### config.mk
export PLATFORM = sky130hd
export DESIGN_NAME = line_buffer_row_sequencer
export DESIGN_NICKNAME = d
export VERILOG_FILES = /design/src/rtl/line_buffer_row_sequencer.sv
export SDC_FILE = /design/constraint.sdc
export NUM_CORES = 1
export LEC_CHECK = 0
export BUFFER_PORTS_ARGS = -buffer_cell sky130_fd_sc_hd__buf_2
export CORE_ASPECT_RATIO = 1.25
export CORE_MARGIN = 2
export CORE_UTILIZATION = 60
export DETAILED_ROUTE_END_ITERATION = 10
export PLACE_DENSITY = 0.95
export SYNTH_ARGS = -nofsm -noshare
export SYNTH_HDL_FRONTEND = slang
export SYNTH_SLANG_ARGS = --single-unit
### constraint.sdc
create_clock -name clk -period 7.15 [get_ports clk]
set_input_delay 1.43 -clock clk [delete_from_list [all_inputs] [get_ports clk]]
set_output_delay 1.43 -clock clk [all_outputs]
set_load 0.005 [all_outputs]
### src/rtl/line_buffer_row_sequencer.sv
// Row-command sequencer for the input line buffer.
// Walks N rows over C channels, one command per Done_1row.
module line_buffer_row_sequencer #(
  parameter int SIZE_WIDTH = 8,
  parameter int CH_WIDTH   = 9
) (
  input  logic                  clk,
  input  logic                  Reset,
  input  logic                  start,
  input  logic [SIZE_WIDTH-1:0] IMAGE_SIZE,
  input  logic [CH_WIDTH-1:0]   CHANNEL_SIZE,
  input  logic                  Done_1row,
  output logic                  Stream_first_row,
  output logic                  Stream_mid_row,
  output logic                  Stream_last_row,
  output logic                  last_channel,
  output logic                  busy,
  output logic                  done,
  output logic                  cfg_err,
  output logic [SIZE_WIDTH-1:0] row_idx,
  output logic [CH_WIDTH-1:0]   ch_idx
);

  typedef enum logic [1:0] {
    IDLE,
    ISSUE,
    WAIT,
    FINISH
  } state_t;

  state_t state;

  logic [SIZE_WIDTH-1:0] n_lat;
  logic [CH_WIDTH-1:0]   c_lat;
  logic [SIZE_WIDTH-1:0] row_last;
  logic [CH_WIDTH-1:0]   ch_last;
  logic [SIZE_WIDTH-1:0] row_nxt;
  logic [CH_WIDTH-1:0]   ch_nxt;
  logic                  cfg_bad;

  assign row_last = n_lat - SIZE_WIDTH'(1);
  assign ch_last  = c_lat - CH_WIDTH'(1);
  assign row_nxt  = row_idx + SIZE_WIDTH'(1);
  assign ch_nxt   = ch_idx + CH_WIDTH'(1);
  assign cfg_bad  = (IMAGE_SIZE < SIZE_WIDTH'(2)) ||
                    (CHANNEL_SIZE == '0);

  // Command pulses are registered on entry to ISSUE.
  always_ff @(posedge clk) begin
    if (Reset) begin
      state            <= IDLE;
      n_lat            <= '0;
      c_lat            <= '0;
      row_idx          <= '0;
      ch_idx           <= '0;
      Stream_first_row <= 1'b0;
      Stream_mid_row   <= 1'b0;
      Stream_last_row  <= 1'b0;
      last_channel     <= 1'b0;
      busy             <= 1'b0;
      done             <= 1'b0;
      cfg_err          <= 1'b0;
    end else begin
      Stream_first_row <= 1'b0;
      Stream_mid_row   <= 1'b0;
      Stream_last_row  <= 1'b0;
      done             <= 1'b0;
      cfg_err          <= 1'b0;
      case (state)
        IDLE: begin
          if (start) begin
            if (cfg_bad) begin
              cfg_err <= 1'b1;
            end else begin
              n_lat            <= IMAGE_SIZE;
              c_lat            <= CHANNEL_SIZE;
              row_idx          <= '0;
              ch_idx           <= '0;
              busy             <= 1'b1;
              Stream_first_row <= 1'b1;
              last_channel     <= (CHANNEL_SIZE == CH_WIDTH'(1));
              state            <= ISSUE;
            end
          end
        end
        ISSUE: begin
          state <= WAIT;
        end
        WAIT: begin
          if (Done_1row) begin
            if (row_idx != row_last) begin
              row_idx <= row_nxt;
              state   <= ISSUE;
              if (row_nxt == row_last) begin
                Stream_last_row <= 1'b1;
              end else begin
                Stream_mid_row <= 1'b1;
              end
            end else if (ch_idx != ch_last) begin
              row_idx          <= '0;
              ch_idx           <= ch_nxt;
              Stream_first_row <= 1'b1;
              last_channel     <= (ch_nxt == ch_last);
              state            <= ISSUE;
            end else begin
              done         <= 1'b1;
              busy         <= 1'b0;
              last_channel <= 1'b0;
              state        <= FINISH;
            end
          end
        end
        FINISH: begin
          state <= IDLE;
        end
        default: begin
          state <= IDLE;
        end
      endcase
    end
  end

endmodule
# Yosys cells after proc, flatten, opt, wreduce, memory -nomap -nowiden
# Cells that the tools add are included.
word_totals:
  reg_bits: 43
  input_bits: 21
  out_inout_bits: 24
  word_cells: 91
op_classes:
  add_sub_neg: 4
  magnitude_cmp: 1
  n_eq_ne: 15
  mux: 40
  n_bitwise: 6
  reduce_logical: 13
ops:
  columns: ["operator", "n"]
  rows:
  - ["9-bit two-way mux", 5]
  - ["8-bit two-way mux", 5]
  - ["1-bit two-way mux", 19]
  - ["9-bit case mux with 2 select lines", 1]
  - ["8-bit case mux with 2 select lines", 1]
  - ["2-bit != test (second input constant)", 6]
  - ["6-bit AND reduction", 2]
  - ["2-bit two-way mux", 5]
  - ["5-bit AND reduction", 2]
  - ["9-bit by 1-bit adder with 9-bit output (second input constant)", 1]
  - ["9-bit by 1-bit == test with 1-bit output (second input constant)", 1]
  - ["9-bit == test", 1]
  - ["9-bit zero test", 1]
  - ["9-bit != test", 1]
  - ["9-bit by 1-bit subtractor with 9-bit output (second input constant)", 1]
  - ["8-bit by 1-bit adder with 8-bit output (second input constant)", 1]
  - ["8-bit == test", 1]
  - ["8-bit by 2-bit < comparator with 1-bit output (second input constant)", 1]
  - ["8-bit != test", 1]
  - ["2-bit case mux with 4 select lines", 1]
  - ["4-bit OR reduction", 2]
  - ["8-bit by 1-bit subtractor with 8-bit output (second input constant)", 1]
  - ["1-bit NOT", 6]
  - ["1-bit case mux with 2 select lines", 3]
  - ["other kinds (8)", 10]

# Longest topological paths before layout
# Gate-level depths: netlist (run 1).
logic_depth:
  ltp_word: 6
  mapped_depth: 11
  ltp_nobuf: 9

# Worst setup path after synthesis (run 1)
# No wires, ideal clock.
synth_path:
  path_type: "in2reg"
  from: "in CHANNEL_SIZE[5]"
  to: "reg row_idx[2]"
  setup_time_ns: 0.131
  arrival_ns: 2.977
  required_ns: 7.019
  setup_slack_ns: 4.043
  cell_stages: 9
  n_path_buf: 2
  path_cell_list: "nor4_1 > nand3b_1 > nand3_1 > clkbuf_1 > nand2_1 > and3_1 > buf_1 > a21oi_1 > a31oi_1"
synth_via:
  elab_chain_cells: 4
synth_rtl:
  columns: ["item", "line_no", "source"]
  rows:
  - ["from (decl)", "11", "input logic [CH_WIDTH-1:0] CHANNEL_SIZE,"]
  - ["9-bit zero test", "46", "(CHANNEL_SIZE == '0);"]
  - ["1-bit logical OR", "45", "assign cfg_bad = (IMAGE_SIZE < SIZE_WIDTH'(2)) ||"]
  - ["2-bit != test (no source line)", null, null]
  - ["5-bit AND reduction (no source line)", null, null]
  - ["to (signal assigned)", "92", "row_idx <= row_nxt;"]
  - ["to (decl)", "20", "output logic [SIZE_WIDTH-1:0] row_idx,"]
# Every way passes these cells.
# A chain may end at the register's enable or synchronous reset.

# Worst setup path after layout (run 1)
layout_path:
  from: "in CHANNEL_SIZE[1]"
  to: "reg row_idx[2]"
# Same word-level chain as after synthesis.

==> results.cfg, run 1 <==
[run_status]
outcome = finished clean

[logic_synthesis]
synth_seq_cells = 43
ys_seq_area_frac = 0.328
synthXorXnorAreaFrac = 0.165
yosysTopAreaCellShare = 0.328
synth_cell_type_count = 52
syn_inst = 307
ys.flop_type = dfxtp_1
yosys.area_share.simple = 0.250
synth_edf_count = 0
synth_top_family_by_area = simple AND/OR/NAND/NOR gates
synth_mux_area_frac = 0.0649
yosys.area_share.adder = 0.0191
avgSynthCellArea_um2 = 8.55
syn_area_um2 = 2620
synthTopCellsByArea = dfxtp_1 33%, xnor2_1 12%, mux2i_1 6.5%
synthArstFlopShare = 0
ys_warn_count = 0
synth_top_area_cell = dfxtp_1
syn-num-nets = 332
synth_compound_area_frac = 0.141

[timing]
fmax_mhz = 286
finalSetupTns_ps = 0
rsz0062_at_grt = false
final_hold_viol_count = 0
fin_worst_skew_ps = 7.43
period_share = 0.489
fin_hold_ws_ps = 476
setup_viol = 0
worst_slew_pin_slew_ps = 1110
slew_headroom = 0.255
maxSlewViolCount = 0
finalWorstPathRequiredPeriod_ps = 3490

[pwr]
total_leakage_power_nw = 1.26
power.density_nw_per_um2 = 199
peakVddDrop_uv = 157

[die]
placementRows = 26
die_x_um = 63.1
dieHeight_um = 77.9
fp.coreArea_um2 = 4130
io_pins = 45
die-area_um2 = 4920
initial_core_util = 0.635

[clock_tree]
tritoncts = built
cts_resized = 0
postCtsSetupBuffers = 0
clock_tree.root_cell = clkbuf_8
path_clk_slew_ps = 80
cts_buffer_depth = 2
cts_max_level = 2
clock_latency_ps = 300
cts_buffers = 5
cts_hold_buf = 0
cts_sinks = 43

[place]
hpwl_mm = 4.93
routabilityCongestion = 0.933
io_buffers = 44

[layout]
insertedDiodeCount = 0
layout-drive-gt1-share = 0.174
area_growth_pct = 13.8
nNetsFinal = 374

[global_route]
grt_usage = 0.285
met1_usage = 0.310
grt_max_degree = 34
use_met3 = 0.0507
grt_use_met2 = 0.523
grt_overflow_total = 0
busiest_layer = met2
grt_pass1_vias = 2475
grt_pass1_wl_mm = 11.2
antenna_found_initial = 0

[setup_path]
critPathKind = primary input to flip-flop
crit_path_end_kind = flip-flop
critical_path_arrival_ps = 3660
cp.required_ps = 7320
crit_path_start_kind = primary input
cp_max_fo = 19

[drt]
drc_errors = 0
ant_nets = 0
totalWireLength_mm = 6.68
via_per_inst = 6.20
drtIter0Drc = 199
drtPass1Iterations = 4
vias = 2517
drt-wirelength-per-cell_um = 16.5

[hold_path]
hold_path.class = flip-flop to flip-flop

[job]
cap_violations = 0
## kinds of logic (layout without fill, tap and decap cells)
logic type / count (synthesis) / count (layout)
buffers and inverters: 19 / 62
AND/OR/NAND/NOR: 125 / 125
XOR/XNOR: 48 / 48
multiplexers: 17 / 17
AO/OA/AOI/OAI: 51 / 51
adder cells (fa/ha/maj): 4 / 4
flip-flops: 43 / 43
## state kept, by name, indices dropped and copies added, names as in the netlist, 2 cells and up
| register | cells |
|---|---|
| n_lat | 8 |
| c_lat | 9 |
| state | 2 |
| row_idx | 8 |
| ch_idx | 9 |
## final timing paths
kind              startpoint    endpoint  slack (ps)  cells past startpoint
min                     busy        busy         480                      2
max          CHANNEL_SIZE[1]  row_idx[2]        3660                      8
max reg2reg         n_lat[0]   ch_idx[8]        4330                      9
min reg2reg             busy        busy         480                      2
## area by class of cell
class                   count  area [um2]
clock buffers               6        82.6
clock inverters             2        35.0
fillers                   309        1140
inverters                  10        37.5
multi-input cells         245        1680
flip-flops and latches     43         861
well taps                  56        70.1
repair buffers             44         220
## cell usage in the layout, fill, tap and decap left out, drive strengths merged, types with 2 or more instances in the layout
master / count
buf: 44
dfxtp: 43
xnor2: 37
nor2: 32
nand2: 19
nand3: 18
mux2i: 17
a21oi: 14
nor3: 12
xor2: 10
inv: 9
nor4: 9
and3: 8
o21ai: 8
a31oi: 7
clkbuf: 6
nand2b: 4
nand4: 4
o32ai: 4
a21o: 4
or3: 4
ha: 4
and4: 3
nor3b: 3
and2: 2
a311oi: 2
o22ai: 2
or4: 2
clkinv: 2
a21boi: 2
a41oi: 2
## power by group
| part | total, W | leakage, nW | internal [W] | switching [W] |
|---|---|---|---|---|
| sequential | 0.000262 | 0.350 | 0.000249 | 0.0000129 |
| clock | 0.000197 | 0.0612 | 0.000113 | 0.0000843 |
| combinational | 0.000136 | 0.852 | 0.0000641 | 0.0000717 |
## worst max-delay path, stage by stage
cell and delay [ps]:
buf_2 100, nor4_1 360, nand3b_1 190, nand3_1 820
nand2_1 200, and3_1 330, a21oi_1 180, a31oi_1 50
## cell usage after synthesis, types with 7 or more instances
library cell  instances
dfxtp_1              43
xnor2_1              37
nor2_1               31
nand2_1              19
nand3_1              18
mux2i_1              17
a21oi_1              14
nor3_1               12
xor2_1               10
inv_1                 9
nor4_1                9
and3_1                8
a31oi_1               7
## layer usage
layer | part of all wire | vias to the layer above | routed length (um)
met1 | 0.39 | 1182 | 2600
met2 | 0.53 | 112 | 3520
met5 | 0 | - | 0
met4 | 0.031 | 0 | 206
met3 | 0.052 | 22 | 345
li1 | - | 1201 | -
## per-stage QoR
stage	setup slack (ps)	utilization	std cells	instance area (um2)	power, W
2_1_floorplan	4040	-	307	2620	0.000370
3_3_place_gp	3470	0.694	398	2870	0.000393
3_5_place_dp	3420	0.694	398	2870	0.000400
4_1_cts	3690	0.723	406	2990	0.000595
6_report	3660	0.723	406	2990	0.000595
5_1_grt	3370	0.723	406	2990	0.000618
(Power assumes the default switching activity.)
==> inputs of run 2 (changes only) <==
--- a/config.mk
+++ b/config.mk
@@ -5,12 +5,13 @@
 export SDC_FILE = /design/constraint.sdc
 export NUM_CORES = 1
 export LEC_CHECK = 0
+export ABC_AREA = 1
 export BUFFER_PORTS_ARGS = -buffer_cell sky130_fd_sc_hd__buf_2
 export CORE_ASPECT_RATIO = 1.25
 export CORE_MARGIN = 2
-export CORE_UTILIZATION = 60
+export CORE_UTILIZATION = 52
 export DETAILED_ROUTE_END_ITERATION = 10
-export PLACE_DENSITY = 0.95
+export PLACE_DENSITY = 0.87
 export SYNTH_ARGS = -nofsm -noshare
 export SYNTH_HDL_FRONTEND = slang
 export SYNTH_SLANG_ARGS = --single-unit
==> constraint.sdc (replaced) <==
create_clock -name clk -period 3.2 [get_ports clk]
set_input_delay 0.64 -clock clk [delete_from_list [all_inputs] [get_ports clk]]
set_output_delay 0.64 -clock clk [all_outputs]
set_load 0.005 [all_outputs]
==> results.cfg, run 2 <==
[die]
placementRows = 31
dieHeight_um = 89.1
initial_core_util = 0.528
die-area_um2 = 6420
die_x_um = 72.1
fp.coreArea_um2 = 5700
io_pins = 45

[hold_path]
hold_path.class = flip-flop to flip-flop
min_delay_path_depth = 2

[logic_synthesis]
synth_mux_area_frac = 0
synth_commonest_cells = 110 x nand2_1, 73 x nor2_1, 53 x inv_1
synthTopCellsByArea = dfxtp_1 29%, nand2_1 14%, nor2_1 9.1%
ys_warn_count = 0
synth_seq_cells = 43
synthXorXnorAreaFrac = 0.0553
synth_cell_type_count = 37
synth_compound_area_frac = 0.0893
synth_edf_count = 0
syn-num-nets = 504
synth_top_family_by_area = simple AND/OR/NAND/NOR gates
ys_seq_area_frac = 0.286
syn_area_um2 = 3010
yosys.area_share.adder = 0.0166
synthArstFlopShare = 0
ys.flop_type = dfxtp_1
yosys.area_share.simple = 0.464
synth_top_area_cell = dfxtp_1
synth.most_common_cell = nand2_1
yosysTopAreaCellShare = 0.286
syn_inst = 479
avgSynthCellArea_um2 = 6.29

[setup_path]
cp_max_fo = 11
r2r-end = row_idx[3]
crit_top_cell = nand2_1
cp-startpoint = n_lat[0]
critical_path_arrival_ps = 2400
crit_path_end_kind = flip-flop
cp.depth = 16
slowest_delay_ps = 350
r2r_cells = 16
cp.required_ps = 3400
r2r-start = n_lat[0]
worst_path_max_delay_cell = dfxtp_1
crit_chain = inv_2, ha_1, nand2_1, inv_1, nor2_1, nand2_1, nor2_1, nand2_1, nor2_4, nand3_1, nor2_2, nand3_4, nand2_4, nand2_1, nand2_1, nor2_1
path_buf_inv = 2
r2r_setup_slack_ps = 1000
critPathKind = flip-flop to flip-flop
crit_path_start_kind = flip-flop
crit_path_end = row_idx[3]
cpLargestDelayFamily = simple AND/OR/NAND/NOR gates

[timing]
finalSetupTns_ps = 0
fin_worst_skew_ps = 7.27
fmax_mhz = 455
worst_slew_pin_slew_ps = 754
final_hold_viol_count = 0
setup_viol = 0
slew_headroom = 0.497
fin_hold_ws_ps = 483
rsz0062_at_grt = false
finalWorstPathRequiredPeriod_ps = 2200
maxSlewViolCount = 0
period_share = 0.687

[drt]
vias = 3153
via_per_inst = 5.36
drtIter0Drc = 175
drtPass1Iterations = 4
totalWireLength_mm = 7.53
drt-wirelength-per-cell_um = 12.8
ant_nets = 0
drc_errors = 0

[place]
routabilityCongestion = 0.933
io_buffers = 44
placed_area_um2 = 3280
hpwl_mm = 5.95
placed_cells = 580

[clock_tree]
cts_hold_buf = 0
cts_max_level = 2
cts_buffers = 5
cts_buffer_depth = 2
tritoncts = built
clock_latency_ps = 300
path_clk_slew_ps = 90
postCtsSetupBuffers = 0
cts_sinks = 43
cts_resized = 0
clock_tree.root_cell = clkbuf_8

[layout]
insertedDiodeCount = 0
reg_top3 = c_lat x9, ch_idx x9
layout-drive-gt1-share = 0.190
nNetsFinal = 546
area_growth_pct = 12.5
final_area_um2 = 3390
final_common_cell = nand2_1
mostFrequentLayoutCells = 110 x nand2_1, 73 x nor2_1, 53 x inv_1
instances_no_fill = 588

[global_route]
antenna_found_initial = 0
grt_max_degree = 32
grt_pass1_wl_mm = 12.9
grt_pass1_vias = 3118
grt_usage = 0.250
grt_overflow_total = 0

[run_status]
outcome = finished clean

[job]
cap_violations = 0

[pwr]
power.density_nw_per_um2 = 579
total_leakage_power_nw = 1.67
peakVddDrop_uv = 369
-- run 2: changes by cell type after synthesis, sizes merged, moves of 6 or more --
cell,before,now
nand2,19,122
nor2,32,94
inv,9,58
nand3,18,47
xnor2,37,8
mux2i,17,0
o21ai,8,25
nand4,4,19
nor4,9,1
and3,8,1
a31oi,7,1
-- run 2: stage by stage --
stage,worst slack (ps),util,total power [W]
floorplan,1210,-,0.00134
detailed placement,813,0.575,0.00153
global route,733,0.594,0.00212
global placement,801,0.575,0.00151
finish,1000,0.594,0.00196
CTS,987,0.594,0.00197
-- run 2: logic make-up (layout without fill, tap and decap cells) --
| group | after synthesis | after routing |
|---|---|---|
| adder cells (fa/ha/maj) | 4 | 4 |
| flip-flops | 43 | 43 |
| AO/OA/AOI/OAI | 49 | 49 |
| buffers and inverters | 69 | 112 |
| AND/OR/NAND/NOR | 295 | 295 |
| XOR/XNOR | 19 | 19 |
-- run 2: final cells by class --
cell class / count / area (um2)
repair buffers: 45 / 228
clock buffers: 5 / 68.8
flip-flops and latches: 43 / 861
clock inverters: 3 / 43.8
multi-input cells: 367 / 1880
fillers: 555 / 2310
well taps: 66 / 82.6
inverters: 59 / 221
-- run 2: worst min path at each step --
stage	from	end
2_1_floorplan	c_lat[1]	c_lat[1]
3_3_place_gp	busy	busy
3_5_place_dp	busy	busy
4_1_cts	busy	busy
5_1_grt	c_lat[1]	c_lat[1]
6_report	busy	busy
-- run 2: power breakdown --
group	switching (W)	internal [W]
clock network	0.000198	0.000233
registers	0.000104	0.000609
logic	0.000513	0.000308
-- run 2: layer usage --
| metal | share of wire | global-route usage | up-vias |
|---|---|---|---|
| met3 | 0.039 | 0.0282 | 25 |
| met5 | 0 | 0 | - |
| met4 | 0.039 | 0.130 | 0 |
| met1 | 0.40 | 0.258 | 1421 |
| li1 | - | - | 1622 |
| met2 | 0.52 | 0.490 | 85 |
-- run 2: worst reg2reg max path, cell delays in order (launching register included) --
cell and delay, ps:
dfxtp_1 350, inv_2 80, ha_1 340, nand2_1 90, inv_1 40, nor2_1 80, nand2_1 50, nor2_1 100
nand2_1 90, nor2_4 120, nand3_1 110, nor2_2 180, nand3_4 150, nand2_4 150, nand2_1 80, nand2_1 60
nor2_1 50
